===== config.mk =====
export PLATFORM = sky130hd
export DESIGN_NAME = ccff_bitstream_loader
export DESIGN_NICKNAME = d
export VERILOG_FILES = /design/src/rtl/ccff_cfg_pkg.sv /design/src/rtl/ccff_crc16_serial.sv /design/src/rtl/ccff_bitstream_loader.sv
export SDC_FILE = /design/constraint.sdc
export NUM_CORES = 1
export LEC_CHECK = 0
export CAP_MARGIN = 20
export CORE_UTILIZATION = 41
export DETAILED_ROUTE_END_ITERATION = 6
export PLACE_DENSITY = 0.66
export SYNTH_ARGS = -nofsm -noshare
export SYNTH_HDL_FRONTEND = slang
export SYNTH_SLANG_ARGS = --single-unit

===== constraint.sdc =====
create_clock -name prog_clk -period 1.55 [get_ports prog_clk]
set_input_delay 0.31 -clock prog_clk [delete_from_list [all_inputs] [get_ports prog_clk]]
set_output_delay 0.31 -clock prog_clk [all_outputs]
set_load 0.01 [all_outputs]

===== src/rtl/ccff_cfg_pkg.sv =====
// Shared definitions for the configuration-chain loader and its readback logic.
// Contents: the loader state enum, the CRC-16-CCITT constants, and a
// single-step CRC update used by every bit-serial CRC in the config path.
package ccff_cfg_pkg;

    typedef enum logic [1:0] {
        IDLE  = 2'd0,
        LOAD  = 2'd1,
        SHIFT = 2'd2,
        FIN   = 2'd3
    } state_t;

    localparam logic [15:0] CRC16_POLY = 16'h1021;
    localparam logic [15:0] CRC16_INIT = 16'hFFFF;

    // One bit of CRC-16-CCITT, MSB-first register with the input folded at the top.
    function automatic logic [15:0] crc16_step(input logic [15:0] crc, input logic bit_in);
        logic fb;
        fb = crc[15] ^ bit_in;
        return {crc[14:0], 1'b0} ^ (fb ? CRC16_POLY : 16'h0000);
    endfunction

endpackage


===== src/rtl/ccff_crc16_serial.sv =====
// Bit-serial CRC-16-CCITT accumulator.
// Ports:
//   clk      in   clock, rising edge
//   rst      in   synchronous active-high reset (crc_out <- CRC16_INIT)
//   enable   in   fold bit_in into the CRC on this edge
//   clear    in   reload CRC16_INIT on this edge (wins over enable)
//   bit_in   in   serial data bit
//   crc_out  out  current CRC register
module ccff_crc16_serial
    import ccff_cfg_pkg::*;
(
    input  logic        clk,
    input  logic        rst,
    input  logic        enable,
    input  logic        clear,
    input  logic        bit_in,
    output logic [15:0] crc_out
);

    always_ff @(posedge clk) begin
        if (rst || clear) begin
            crc_out <= CRC16_INIT;
        end else if (enable) begin
            crc_out <= crc16_step(crc_out, bit_in);
        end
    end

endmodule


===== src/rtl/ccff_bitstream_loader.sv =====
// Configuration-chain driver. Takes bitstream words over valid/ready,
// serialises them LSB-first onto ccff_head while raising ccff_clk_en, and
// folds the displaced chain contents from ccff_tail into a CRC-16.
// Ports:
//   prog_clk, prog_reset          clock and synchronous active-high reset
//   start, abort                  begin a load (IDLE only) / end it early
//   bitstream_data/valid/ready    word input handshake
//   ccff_head, ccff_tail          serial data into / out of the chain
//   ccff_clk_en                   chain shifts on edges where this is 1
//   busy, done, aborted           status; done pulses in the final cycle
//   tail_crc                      CRC of ccff_tail bits from the last load
module ccff_bitstream_loader
    import ccff_cfg_pkg::*;
#(
    parameter int CHAIN_LEN = 32,
    parameter int WORD_W    = 8,
    parameter int CNT_W     = $clog2(CHAIN_LEN + 1)
) (
    input  logic              prog_clk,
    input  logic              prog_reset,
    input  logic              start,
    input  logic              abort,
    input  logic [WORD_W-1:0] bitstream_data,
    input  logic              bitstream_valid,
    output logic              bitstream_ready,
    output logic              ccff_head,
    input  logic              ccff_tail,
    output logic              ccff_clk_en,
    output logic              busy,
    output logic              done,
    output logic              aborted,
    output logic [15:0]       tail_crc
);

    localparam int WB_W = $clog2(WORD_W + 1);

    state_t            state;
    state_t            state_nxt;
    logic [CNT_W-1:0]  rem_bits;
    logic [WB_W-1:0]   word_bits;
    logic [WORD_W-1:0] shreg;
    logic [15:0]       crc;
    logic              crc_clear;

    assign crc_clear = (state == IDLE) && start;

    // ccff_tail is captured on the same edge the chain shifts, i.e. in SHIFT.
    ccff_crc16_serial u_crc (
        .clk     (prog_clk),
        .rst     (prog_reset),
        .enable  (state == SHIFT),
        .clear   (crc_clear),
        .bit_in  (ccff_tail),
        .crc_out (crc)
    );

    // Next state and state-decoded outputs; outputs depend only on registers,
    // so ccff_clk_en and ccff_head cannot glitch from input activity.
    always_comb begin
        state_nxt       = state;
        bitstream_ready = 1'b0;
        ccff_clk_en     = 1'b0;
        ccff_head       = 1'b0;
        busy            = (state != IDLE);
        done            = 1'b0;
        case (state)
            IDLE: begin
                if (start) state_nxt = LOAD;
            end
            LOAD: begin
                bitstream_ready = 1'b1;
                if (abort)                state_nxt = FIN;
                else if (bitstream_valid) state_nxt = SHIFT;
            end
            SHIFT: begin
                ccff_clk_en = 1'b1;
                ccff_head   = shreg[0];
                // Chain length takes priority: leftover word bits are dropped.
                if (abort)                          state_nxt = FIN;
                else if (rem_bits == CNT_W'(1))     state_nxt = FIN;
                else if (word_bits == WB_W'(1))     state_nxt = LOAD;
            end
            FIN: begin
                done      = 1'b1;
                state_nxt = IDLE;
            end
            default: state_nxt = IDLE;
        endcase
    end

    always_ff @(posedge prog_clk) begin
        if (prog_reset) begin
            state     <= IDLE;
            rem_bits  <= '0;
            word_bits <= '0;
            shreg     <= '0;
            aborted   <= 1'b0;
            tail_crc  <= CRC16_INIT;
        end else begin
            state <= state_nxt;
            if (crc_clear) begin
                rem_bits <= CNT_W'(CHAIN_LEN);
                aborted  <= 1'b0;
            end
            if ((state == LOAD) && bitstream_valid) begin
                shreg     <= bitstream_data;
                word_bits <= WB_W'(WORD_W);
            end
            if (state == SHIFT) begin
                shreg     <= shreg >> 1;
                word_bits <= word_bits - WB_W'(1);
                rem_bits  <= rem_bits - CNT_W'(1);
            end
            if (((state == LOAD) || (state == SHIFT)) && abort) begin
                aborted <= 1'b1;
            end
            // The last tail bit lands in crc on the edge entering FIN.
            if (state == FIN) begin
                tail_crc <= crc;
            end
        end
    end

endmodule


==> metrics.txt, run 1 <==
run status=finished, violations left; failing checks=setup timing; VDD IR max=0.614 mV; vias in the first global route=1655; RR Endpoint=rem_bits[5]; hold path start=u_crc.crc_out[9]; cts hold-fix bufs=0; Worst Setup End Kind=flip-flop; Avg Inst Size Synth=around 10 um2; worst-case clock buffer depth=2; period utilization=108%; CP max stage cell=or4b_4; slew of the pin with the lowest slew margin=roughly 0.35 ns; Die H=around 77 um; mux contribution to synthesized area=roughly 15%; vias per inst=a little over 5; Yosys cell types=36; layout cells sized above 1=about a quarter; total via count in the routed design=1803; crit path from=state[0]; CP max FO=4; cell depth of the worst hold path=1; DP HPWL=2880 um; first-pass GRT wire length=approximately 7600 um; # DRC=0; gr usage total=around 16%; Final Hold Fails=0; total of max-cap violations=0; setup_tns=-0.182 ns; reg2reg setup slack=-0.12 ns; Max Clock Freq=roughly 0.60 GHz; crit path time final=roughly 1.7 ns; slowest stage delay, CP=0.49 ns; static leakage=approximately 0.0012 uW; Synth top area share=46.0%; Die Width=between 70 and 80 um; Worst Path Buf+Inv=2; XOR/XNOR Fraction of Synth Area=2.66%; CTS tree=built; Min-Delay Endpoint=tail_crc[9]; Starting Density=between 40% and 50%; cell count after placement=344; total CTS buffers=5; Worst-Skew Late Latency=about 0.3 ns; largest net degree at the start of global routing=33; critical path type=flip-flop to flip-flop; total grt overflow=0; H-tree lvl count=2; Hold WC Path Type=flip-flop to flip-flop; Compound-Gate Fraction of Synth Area=between 10 and 15%; Post-synth top flop=dfxtp_1; post-route ant nets=0; Std-Cell Rows=26; Top Family by Delay on Critical Path=simple AND/OR/NAND/NOR gates; r2r startpoint=state[0]; Top-Level Pins=36; largest family of logic cells by synthesized area=simple AND/OR/NAND/NOR gates; slew margin rel.=around 77%; post-synthesis net count=between 200 and 300; Placed Area=0.00289 mm2; Mapped Area=around 0.0023 mm2; DR WL/cell=12.6 um; Seq/Total Area, Yosys=about 46%; Die Footprint=around 0.0059 mm2; number of synthesized register bits=53; skew final=approximately 0.004 ns; n_diodes=0; Final WS setup=-0.123 ns; Synth Area in Simple Gates=~16%; Post-synth EDFFs=0; critical path cell sequence=inv_4, ha_4, buf_6, or4b_4, nor3_4, nor3_2, a211oi_2; synth top area cells=dfxtp_1, mux2i_1, a211o_1; wirelength, routed=approximately 4500 um; crit start category=flip-flop; post-synth top area cell=dfxtp_1; R2R cell count=7; Tot Pwr=4570 uW; GPL Wtd Cong=slightly above 0.8; Root Driver=clkbuf_8; RSZ-0062 raised after global routing=yes; Clk pin slew, worst setup/hold paths=approximately 0.09 ns; Layout area overhead=35.9%; Setup Viol. Count Final=2; WP data arrival=between 1.5 and 2 ns; Yosys warnings=0; Initial DRT Pass Iterations=4; core area=0.00527 mm2; CP required=roughly 1.8 ns; fin cells=358; Slew Limit Fails=0; Synth Instances=roughly 230; Post-Synth Adder-Cell Area=around 4.9%; CTS Sinks=53; number of port buffers=35; initial antenna violation count=0; PwrDens=1460 mW/mm2; Final Cell Area=~0.0031 mm2; Iteration-0 DRC Markers=71; NumNets Final=310; async set-reset flop share out of synthesis=0%
layout make-up:
class / count / area (um2)
Clock buffer: 6 / 72.6
Clock inverter: 2 / 38.8
Fill cell: 468 / 2140
Inverter: 8 / 32.5
Multi-Input combinational cell: 156 / 1240
Sequential cell: 53 / 1070
Tap cell: 70 / 87.6
Timing Repair Buffer: 63 / 598
state kept, by name, indices dropped and copies added, names as in the netlist:
name and count:
word_bits 4, rem_bits 6, shreg 8, state 2, tail_crc 16, u_crc.crc_out 16
aborted 1
layer usage:
layer / global-route usage, % / up-vias / routed length (um)
li1: - / 909 / -
met1: 21.4 / 851 / 2290
met2: 24.8 / 37 / 2050
met3: 3.93 / 6 / 138
met4: 4.53 / 0 / 51
met5: 0 / - / 0
worst max-delay path by stage:
stage / to / slack, ns / cells past startpoint
finish: rem_bits[5] / -0.12 / 7
global route: rem_bits[5] / -0.21 / 7
CTS: rem_bits[5] / -0.08 / 7
detailed placement: state[1] / -0.1 / 5
global placement: shreg[1] / -0.06 / 6
floorplan: rem_bits[3] / -0.03 / 6
synthesized netlist by cell type (2+ instances only):
| library cell | count |
|---|---|
| xor2_1 | 3 |
| mux2_2 | 10 |
| nand2_1 | 26 |
| clkbuf_1 | 9 |
| buf_2 | 3 |
| a211oi_1 | 2 |
| nor3_1 | 4 |
| inv_1 | 8 |
| o211ai_1 | 2 |
| nor2b_1 | 16 |
| ha_1 | 9 |
| nand3b_1 | 4 |
| dfxtp_1 | 53 |
| a221oi_1 | 2 |
| mux2i_1 | 23 |
| nor2_1 | 14 |
| a211o_1 | 16 |
| xnor2_1 | 4 |
| a21oi_1 | 6 |
power breakdown:
part	internal (uW)	switching, uW	total, uW
clock network	485	440	925
registers	1570	157	1730
logic	1050	865	1910
cell families after synthesis:
group,after synthesis
AND/OR/NAND/NOR,71
adder cells (fa/ha/maj),9
XOR/XNOR,7
AO/OA/AOI/OAI,36
multiplexers,33
flip-flops,53
buffers and inverters,22
stage by stage:
step	setup slack (ns)	hold slack [ns]	util, %
6_report	-0.123	0.503	59.5
3_5_place_dp	-0.0969	0.472	54.9
4_1_cts	-0.0805	0.485	57.8
5_1_grt	-0.209	0.522	59.5
3_3_place_gp	-0.0625	0.461	54.9
2_1_floorplan	-0.0333	0.443	-
layout by cell type, fill, tap and decap left out, drive strengths merged, types with 2 or more instances in the layout:
cell           Yosys  final
a211o             16     16
a211oi             2      2
a21oi              6      6
a221oi             2      2
buf                5     29
clkbuf             9      9
clkdlybuf4s50      0     25
dfxtp             53     53
dlymetal6s2s       0      5
ha                 9      9
inv                8      8
mux2              10     10
mux2i             23     23
nand2             26     26
nand3b             4      4
nor2              14     14
nor2b             16     16
nor3               5      5
o211ai             2      2
xnor2              4      4
xor2               3      3
worst register-to-register path: cells and delay by family, from the launching register on:
family	cells	cell delay (ns)
AOI/OAI and AO/OA	1	0.13
buffers and inverters	2	0.16
DFF	1	0.36
adders and majority gates	1	0.14
and+or+nand+nor	3	0.81
timing repair:
action	4_1_cts	5_1_grt
setup endpoints to repair	9	19
setup buffers	4	2
cloned	0	1
gates resized for setup	20	17
pin swaps	2	6
Power figures use the tool's default switching activity.
==> inputs of run 2 (changes only) <==
--- a/config.mk
+++ b/config.mk
@@ -7,8 +7,9 @@
 export LEC_CHECK = 0
 export CAP_MARGIN = 20
 export CORE_UTILIZATION = 41
+export CTS_BUF_LIST = sky130_fd_sc_hd__clkbuf_4 sky130_fd_sc_hd__clkbuf_8
 export DETAILED_ROUTE_END_ITERATION = 6
-export PLACE_DENSITY = 0.66
+export DONT_BUFFER_PORTS = 1
 export SYNTH_ARGS = -nofsm -noshare
 export SYNTH_HDL_FRONTEND = slang
 export SYNTH_SLANG_ARGS = --single-unit
==> run 2 against run 1 <==
Hold slack lost 0.44 ns. Wire length shrank 5.3%. Clock power is 15% lower. Combinational power down 16%. Critical path depth shrank 2. The run still ends with setup timing left. Sequential share of layout area is 5.6 points higher.
==> metrics.txt, run 2 (same netlist as run 1, synthesis figures left out) <==
PwrDens=approximately 1500 mW/mm2; wirelength, routed=around 4300 um; Clk pin slew, worst setup/hold paths=roughly 0.09 ns; worst-case clock buffer depth=2; post-route ant nets=0; CTS tree=built; skew final=0.00276 ns; static leakage=around 0.00095 uW; CP max stage cell=or4b_4; run status=finished, violations left; NumNets Final=~270; RSZ-0062 raised after global routing=yes; Max Clock Freq=approximately 0.64 GHz; n_diodes=0; Worst Setup End Kind=flip-flop; number of port buffers=0; CP required=about 1.8 ns; DP HPWL=~2700 um; CTS Sinks=53; Regs by FF count=tail_crc (16), u_crc.crc_out (16), shreg (8); largest net degree at the start of global routing=41; failing checks=setup timing; first-pass GRT wire length=about 7200 um; Layout area overhead=16.5%; hold slack=0.0633 ns; crit path time final=between 1.5 and 2 ns; Final WS setup=-0.0219 ns; total grt overflow=0; vias in the first global route=roughly 1500; Std-Cell Rows=26; initial antenna violation count=0; slew margin rel.=~73%; Die H=just under 80 um; Min-Delay Endpoint=state[0]; cell depth of the worst hold path=1; Slew Limit Fails=0; # DRC=0; critical path type=flip-flop to flip-flop; reg2reg setup slack=-0.02 ns; Worst-Skew Late Latency=approximately 0.3 ns; CP max FO=4; period utilization=101%; Root Driver=clkbuf_8; Die Width=roughly 77 um; VDD IR max=roughly 0.62 mV; WP data arrival=1.81 ns; most frequent cells in the layout=dfxtp_1, nand2_1, mux2i_1, nor2b_1, a211o_1; commonest non-fill, non-tap cell in the layout=dfxtp_1; slowest stage delay, CP=roughly 0.50 ns; vias per inst=just over 5; total via count in the routed design=1607; gr usage total=15.4%; crit start category=flip-flop; Top-Level Pins=36; DR WL/cell=~14 um; Setup Viol. Count Final=2; R2R cell count=5; Worst Path Buf+Inv=1; r2r startpoint=state[0]; Hold WC Path Type=primary input to flip-flop; Top Family by Delay on Critical Path=simple AND/OR/NAND/NOR gates; slew of the pin with the lowest slew margin=0.398 ns; H-tree lvl count=2; cts hold-fix bufs=0; layout cells sized above 1=approximately 22%; total CTS buffers=5; Starting Density=approximately 44%; critical path cell sequence=inv_4, ha_4, or4b_4, or2_2, a21oi_1; total of max-cap violations=0; Die Footprint=between 0.005 and 0.006 mm2; hold path start=prog_reset; GPL Wtd Cong=between 0.7 and 0.8; Final Hold Fails=0; core area=between 0.005 and 0.006 mm2; RR Endpoint=rem_bits[3]; Initial DRT Pass Iterations=4; Iteration-0 DRC Markers=80; setup_tns=-0.0291 ns
-- run 2: changes by cell type in the layout (fill, tap and decap cells not counted), sizes merged, moves of 2 or more --
cell,change
buf,-12
clkbuf,-2
clkdlybuf4s50,-25
clkinvlp,+2
dlymetal6s2s,-5
-- run 2: power by group --
part	switching, uW	total [uW]	internal, uW	leakage (uW)
clock	447	784	337	0.0000408
sequential	197	1770	1570	0.000432
combinational	743	1600	860	0.000475
-- run 2: cell type report --
class	instances	area (um2)
flip-flops and latches	53	1070
fillers	529	2580
multi-input cells	156	1220
repair buffers	18	189
clock buffers	6	76.3
clock inverters	2	15.0
inverters	8	32.5
well taps	70	87.6
-- run 2: what timing repair did --
item	CTS	global route
gates cloned	0	1
endpoints found under the hold margin	0	0
resized for setup	5	13
buffers inserted	0	3
setup endpoints to repair	3	17
pin swaps	0	2
-- run 2: metal layers --
layer | GRT usage, % | up-vias | wire length [um]
met4 | 5.66 | 0 | 45
met3 | 4.40 | 5 | 224
li1 | - | 822 | -
met1 | 21.4 | 750 | 2140
met2 | 22.4 | 30 | 1880
met5 | 0 | - | 0
-- run 2: worst max path at each step --
stage | slack (ns) | startpoint | depth (start not counted) | to
floorplan | -0.03 | state[0] | 6 | rem_bits[3]
global placement | 0.0009 | state[1] | 6 | state[0]
detailed placement | 0.006 | state[1] | 6 | state[0]
CTS | -0.03 | word_bits[1] | 6 | state[0]
global route | -0.09 | state[0] | 6 | rem_bits[5]
finish | -0.02 | state[0] | 5 | rem_bits[3]
-- run 2: metrics by stage --
| step | cell area, um2 | std cells | setup slack, ns | total power, uW | util [%] |
|---|---|---|---|---|---|
| 3_3_place_gp | 2470 | 301 | 0.000860 | 3140 | 46.9 |
| 4_1_cts | 2580 | 309 | -0.0263 | 4010 | 49.0 |
| 5_1_grt | 2690 | 313 | -0.0866 | 4480 | 51.0 |
| 6_report | 2690 | 313 | -0.0219 | 4160 | 51.0 |
| 3_5_place_dp | 2470 | 301 | 0.00598 | 3170 | 46.9 |
| 2_1_floorplan | 2330 | 231 | -0.0333 | 2810 | - |
-- run 2: worst reg2reg max path, delay by kind of cell (launching register included) --
kind                       cells  cell delay, ns
DFF                            1            0.37
AOI/OAI and AO/OA              1            0.13
adders and majority gates      1            0.15
buffers and inverters          1            0.06
and+or+nand+nor                2            0.80
